[src/rtl/fifo_rd_ctrl_if.sv]
// fifo_rd_ctrl_if: the signals between fifo_rd_ctrl, the fifo_sync read port
// and the downstream stream consumer.
//   empty, out_data : fifo_sync read side (flag, read data one cycle after rd_en)
//   rd_en           : fifo_sync read strobe
//   m_data, m_valid : head word of the downstream stream
//   m_ready         : consumer accepts the word (transfer on m_valid && m_ready)
//   rd_count        : running transfer count, present only with FIFO_RD_CNT_EN
// master = the controller, slave = the FIFO/consumer side.
interface fifo_rd_ctrl_if #(
  parameter int unsigned DATA_W = 8
`ifdef FIFO_RD_CNT_EN
  , parameter int unsigned CNT_W = 16
`endif
);
  logic              empty;
  logic [DATA_W-1:0] out_data;
  logic              rd_en;
  logic [DATA_W-1:0] m_data;
  logic              m_valid;
  logic              m_ready;
`ifdef FIFO_RD_CNT_EN
  logic [CNT_W-1:0]  rd_count;
`endif

  modport master (
    input  empty, out_data, m_ready,
    output rd_en, m_data, m_valid
`ifdef FIFO_RD_CNT_EN
    , output rd_count
`endif
  );

  modport slave (
    output empty, out_data, m_ready,
    input  rd_en, m_data, m_valid
`ifdef FIFO_RD_CNT_EN
    , input rd_count
`endif
  );
endinterface

[src/rtl/fifo_rd_ctrl.sv]
// fifo_rd_ctrl: read-side controller for fifo_sync. Drains the FIFO through a
// 3-entry prefetch buffer and presents the words as a valid/ready stream, so
// the FIFO's one-cycle read latency is hidden and rd_en never depends on
// m_ready.
//   clk  : rising-edge clock shared with fifo_sync
//   rst  : synchronous active-high reset shared with fifo_sync
//   bus  : fifo_rd_ctrl_if.master (empty/out_data/rd_en to the FIFO,
//          m_data/m_valid/m_ready to the consumer, optional rd_count)
// Optional feature macro: FIFO_RD_CNT_EN adds parameter CNT_W and the
// rd_count transfer counter (wraps modulo 2^CNT_W).
module fifo_rd_ctrl #(
  parameter int unsigned DATA_W = 8
`ifdef FIFO_RD_CNT_EN
  , parameter int unsigned CNT_W = 16
`endif
) (
  input  logic            clk,
  input  logic            rst,
  fifo_rd_ctrl_if.master  bus
);

  // State encodes the number of buffered words (occ).
  typedef enum logic [1:0] {S0 = 2'd0, S1 = 2'd1, S2 = 2'd2, S3 = 2'd3} occ_e;

  occ_e              state, state_n;
  logic              inflight;
  logic [DATA_W-1:0] mem   [3];
  logic [DATA_W-1:0] mem_n [3];
  logic [1:0]        head, head_n;
  logic [1:0]        tail, tail_n;
  logic              capture;
  logic              pop;
  logic [2:0]        load;
  logic              rd_en_c;

  function automatic logic [1:0] ptr_inc(input logic [1:0] p);
    return (p == 2'd2) ? 2'd0 : p + 2'd1;
  endfunction

  always_comb begin
    capture = inflight;
    pop     = bus.m_valid && bus.m_ready;
    // Buffered plus in-flight words; a read is only issued when the word it
    // returns is guaranteed a free slot.
    load    = {1'b0, state} + {2'b00, inflight};
    rd_en_c = !rst && !bus.empty && (load < 3'd3);

    mem_n   = mem;
    head_n  = head;
    tail_n  = tail;
    state_n = state;

    if (capture) begin
      mem_n[tail] = bus.out_data;
      tail_n      = ptr_inc(tail);
    end
    if (pop) begin
      head_n = ptr_inc(head);
    end

    if (capture && !pop) begin
      unique case (state)
        S0:      state_n = S1;
        S1:      state_n = S2;
        default: state_n = S3;
      endcase
    end else if (pop && !capture) begin
      unique case (state)
        S3:      state_n = S2;
        S2:      state_n = S1;
        default: state_n = S0;
      endcase
    end
  end

  assign bus.rd_en = rd_en_c;

  // m_valid/m_data are registered from the next-state view so that a word
  // captured in the same cycle as a pop can become the new head immediately.
  always_ff @(posedge clk) begin
    if (rst) begin
      state       <= S0;
      inflight    <= 1'b0;
      head        <= '0;
      tail        <= '0;
      bus.m_valid <= 1'b0;
      bus.m_data  <= '0;
      for (int unsigned i = 0; i < 3; i++) begin
        mem[i] <= '0;
      end
    end else begin
      state       <= state_n;
      inflight    <= rd_en_c;
      head        <= head_n;
      tail        <= tail_n;
      mem         <= mem_n;
      bus.m_valid <= (state_n != S0);
      bus.m_data  <= mem_n[head_n];
    end
  end

`ifdef FIFO_RD_CNT_EN
  always_ff @(posedge clk) begin
    if (rst) begin
      bus.rd_count <= '0;
    end else if (pop) begin
      bus.rd_count <= bus.rd_count + 1'b1;
    end
  end
`endif

endmodule

[src/flat_wrapper.sv]
// flat-port wrapper written by rule: the top's interface ports become plain ports
module fifo_rd_ctrl_flat 
#(
  parameter int unsigned DATA_W = 8

)
  (clk, rst, bus_empty, bus_out_data, bus_m_ready, bus_rd_en, bus_m_data, bus_m_valid);
  fifo_rd_ctrl_if #(.DATA_W(DATA_W)) bus_i ();
  input  logic clk;
  input  logic rst;
  input wire logic [$bits(bus_i.empty)-1:0] bus_empty;
  input wire logic [$bits(bus_i.out_data)-1:0] bus_out_data;
  input wire logic [$bits(bus_i.m_ready)-1:0] bus_m_ready;
  output wire logic [$bits(bus_i.rd_en)-1:0] bus_rd_en;
  output wire logic [$bits(bus_i.m_data)-1:0] bus_m_data;
  output wire logic [$bits(bus_i.m_valid)-1:0] bus_m_valid;
  assign bus_i.empty = bus_empty;
  assign bus_i.out_data = bus_out_data;
  assign bus_i.m_ready = bus_m_ready;
  assign bus_rd_en = bus_i.rd_en;
  assign bus_m_data = bus_i.m_data;
  assign bus_m_valid = bus_i.m_valid;
  fifo_rd_ctrl #(.DATA_W(DATA_W)) u_core (.clk(clk), .rst(rst), .bus(bus_i));
endmodule
[config.mk]
export PLATFORM = sky130hd
export DESIGN_NAME = fifo_rd_ctrl_flat
export DESIGN_NICKNAME = d
export VERILOG_FILES = /design/src/rtl/fifo_rd_ctrl_if.sv /design/src/rtl/fifo_rd_ctrl.sv /design/src/flat_wrapper.sv
export SDC_FILE = /design/constraint.sdc
export NUM_CORES = 1
export LEC_CHECK = 0
export CORE_ASPECT_RATIO = 1.5
export CORE_MARGIN = 2
export CORE_UTILIZATION = 65
export CTS_CLUSTER_DIAMETER = 60
export DETAILED_ROUTE_END_ITERATION = 10
export DONT_BUFFER_PORTS = 1
export PLACE_DENSITY = 0.83
export SETUP_SLACK_MARGIN = 0.15
export SLEW_MARGIN = 10
export SYNTH_ARGS = -nofsm -noshare
export SYNTH_HDL_FRONTEND = slang
export SYNTH_SLANG_ARGS = --single-unit
[constraint.sdc]
create_clock -name clk -period 2.58 [get_ports clk]
set_input_delay 0.774 -clock clk [delete_from_list [all_inputs] [get_ports clk]]
set_output_delay 0.774 -clock clk [all_outputs]
set_load 0.01 [all_outputs]
==> results.sh <==
export IMPL_status="completed"
export IMPL_drive_gt1_share_pct=12.1
export IMPL_worstSetupPathType="flop to output port"
export IMPL_clock_latency_ps=350
export IMPL_synth_seq_cells=40
export IMPL_overflow=0
export IMPL_n_antenna_cell=0
export IMPL_synth_area_um2=1560
export IMPL_via_per_inst=6.11
export IMPL_antenna_found_initial=0
export IMPL_max_cap_viol_count=0
export IMPL_startpoint_type="flop"
export IMPL_worst_slew_pin_slew_ps=616
export IMPL_powerDensity_nw_per_um2=630
export IMPL_r2r_slack_ps=870
export IMPL_synth_cells=145
export IMPL_clockBufferDepth=2
export IMPL_dr_pass1_iters=4
export IMPL_ir_drop_mv=0.446
export IMPL_required_ps=1810
export IMPL_finalHoldViolCount=0
export IMPL_fin_ws_ps=218
export IMPL_finalPower_mw=1.04
export IMPL_grt_max_degree=35
export IMPL_synthTopCellsByArea="dfxtp_1, mux2i_1, nor2_1"
export IMPL_clkSinkCount=40
export IMPL_period_minus_slack_ps=2360
export IMPL_ys_seq_area_share_pct=51.3
export IMPL_synth_warnings=0
export IMPL_die_x_um=44.0
export IMPL_cts_clk_slew_worst_paths_ps=110
export IMPL_holdPathEnd="u_core.state[0]"
export IMPL_area_growth_syn_to_layout_pct=5.61
export IMPL_arrival_ps=1590
export IMPL_clock_skew_ps=9.11
export IMPL_grt_first_pass_wirelength_um=4840
export IMPL_yosysTopAreaCell="dfxtp_1"
export IMPL_critPathMaxStageDelay_ps=360
export IMPL_yosys_area_top_type_share_pct=51.3
export IMPL_cts_made_buffers=5
export IMPL_wl_per_cell_um=16.0
export IMPL_die_height_um=64.0
export IMPL_worst_path_max_fanout=2
export IMPL_setup_tns_ps=0
export IMPL_postRouteWirelength_um=2760
export IMPL_port_buffers=0
export IMPL_nets=163
export IMPL_synth_fp_nets=159
export IMPL_r2r_cells=5
export IMPL_fin_crit_sh_pct=91.5
export IMPL_pre_cts_ws_ps=345
export IMPL_vias=1051
export IMPL_path_cells="ha_2 -> ha_4 -> a2111oi_2 -> buf_4"
export IMPL_syn_avg_cell_area_um2=10.8
export IMPL_fmax_ghz=0.423
export IMPL_whs_ps=472
export IMPL_p_leak_nw=0.740
export IMPL_track_usage_pct=23.8
export IMPL_grt_pass1_vias=1119
export IMPL_drv_slew=0
export IMPL_cts_tree="yes"
export IMPL_drc=0
export IMPL_rows=21
export IMPL_hpwl_um=1790
export IMPL_r2r_end="u_core.bus.m_data[2]"
export IMPL_fillers=162
export IMPL_relSlewSlack_pct=58.8
export IMPL_cpMaxStageDelayCell="dfxtp_4"
export IMPL_ant_nets=0
export IMPL_rsz0062_at_grt="no"
export IMPL_die_area_um2=2820
export IMPL_core_um2=2260
export IMPL_rr_startpoint="u_core.capture"
export IMPL_hold_path_depth=1
export IMPL_place_gp_congestion=0.765
export IMPL_ios=22
export IMPL_htreeDepth=2
export IMPL_cp_startpoint="u_core.capture"
export IMPL_seqCellArea_um2=808
export IMPL_setup_worst_path_end_class="output port"
export IMPL_hp_class="input port to flop"
export IMPL_first_iter_violations=32
export IMPL_final_core_util_pct=73.0
export IMPL_start_util_pct=69.1
export IMPL_root_buffer="clkbuf_4"
export IMPL_synth_cell_types=28
export IMPL_ctsHoldBuffers=0
export IMPL_min_delay_start="rst"
export IMPL_multi_input_area_um2=724
export IMPL_finalSetupViolCount=0
cells by family (layout without fill, tap and decap cells):
logic type               count (synthesis)  after routing  share of synthesized area, %
AND/OR/NAND/NOR                         40             40                          12.8
AO/OA/AOI/OAI                           21             21                          9.46
flip-flops                              40             40                          51.3
buffers and inverters                    9             13                          3.68
multiplexers                            32             32                          20.5
adder cells (fa/ha/maj)                  3              3                          2.24
placed cells by master (no fill, tap or decap), types with 2 or more instances in the layout:
cell      count
mux2i_1      32
a22o_1        8
dfxtp_1      38
buf_4         5
dfxtp_4       2
a21oi_1       5
nand2_1       2
o21ai_0       3
nand3b_1      3
clkbuf_4      5
nor2_1       27
final cells by class:
cell class | count | area share (%)
inverter | 1 | 0.228
timing repair buffer | 5 | 2.28
tap | 23 | 1.75
multi-input combinational | 96 | 43.9
clock buffer | 6 | 2.50
sequential | 40 | 49.0
clock inverter | 1 | 0.303
flip-flops by register name (all words and copies together), names as in the netlist:
signal	cells
u_core.mem	24
u_core.bus.m_data	8
u_core.bus.m_valid	1
u_core.capture	1
u_core.tail	2
u_core.head	2
u_core.state	2
through the flow:
stage,area (um2),std cells
floorplan,1560,145
global placement,1560,163
detailed placement,1560,163
CTS,1650,172
global route,1650,172
finish,1650,172
critical path, delay by kind of cell, from the launching register on:
kind / cells / cell delay [ps]
buffers and inverters: 1 / 180
flip-flops: 1 / 360
AO/OA/AOI/OAI: 1 / 290
adder cells (fa/ha/maj): 2 / 410
where the power goes:
group,internal (mW),switching (mW)
combinational,0.0453,0.0463
clock,0.100,0.191
sequential,0.640,0.0156
per-layer routing:
layer | GRT usage, % | wire (um) | up-vias
met5 | 0 | 0 | -
met4 | 18.9 | 119 | 0
met3 | 6.21 | 139 | 12
met2 | 38.4 | 1390 | 25
met1 | 24.8 | 1110 | 498
li1 | - | - | 516
how the worst max path moves through the flow:
stage / endpoint / slack (ps) / cells past startpoint
floorplan: bus_rd_en / 200 / 2
global route: bus_rd_en / 170 / 4
CTS: bus_rd_en / 180 / 4
finish: bus_rd_en / 220 / 4
global placement: bus_rd_en / 390 / 4
detailed placement: bus_rd_en / 340 / 4
Yosys cell counts:
cell type / n
dfxtp_1: 40
mux2i_1: 32
nor2_1: 27
a22o_1: 8
a21oi_1: 5
nand3b_1: 3
o21ai_0: 3
a2111oi_0: 2
buf_1: 2
buf_4: 2
buf_6: 2
ha_1: 2
nand2_1: 2
a21o_1: 1
and2_1: 1
and3b_1: 1
and4bb_1: 1
buf_2: 1
clkbuf_1: 1
inv_1: 1
maj3_1: 1
nand2_2: 1
nand4b_1: 1
nor2b_1: 1
nor3b_1: 1
nor3b_2: 1
o211ai_1: 1
o21ai_1: 1
what timing repair did:
action / in CTS / in global routing
pin swaps: 1 / 0
resized for setup: 7 / 1
buffers inserted: 2 / 0
setup endpoints to repair: 1 / 1
Note: power is estimated with default switching activity, not from simulation.
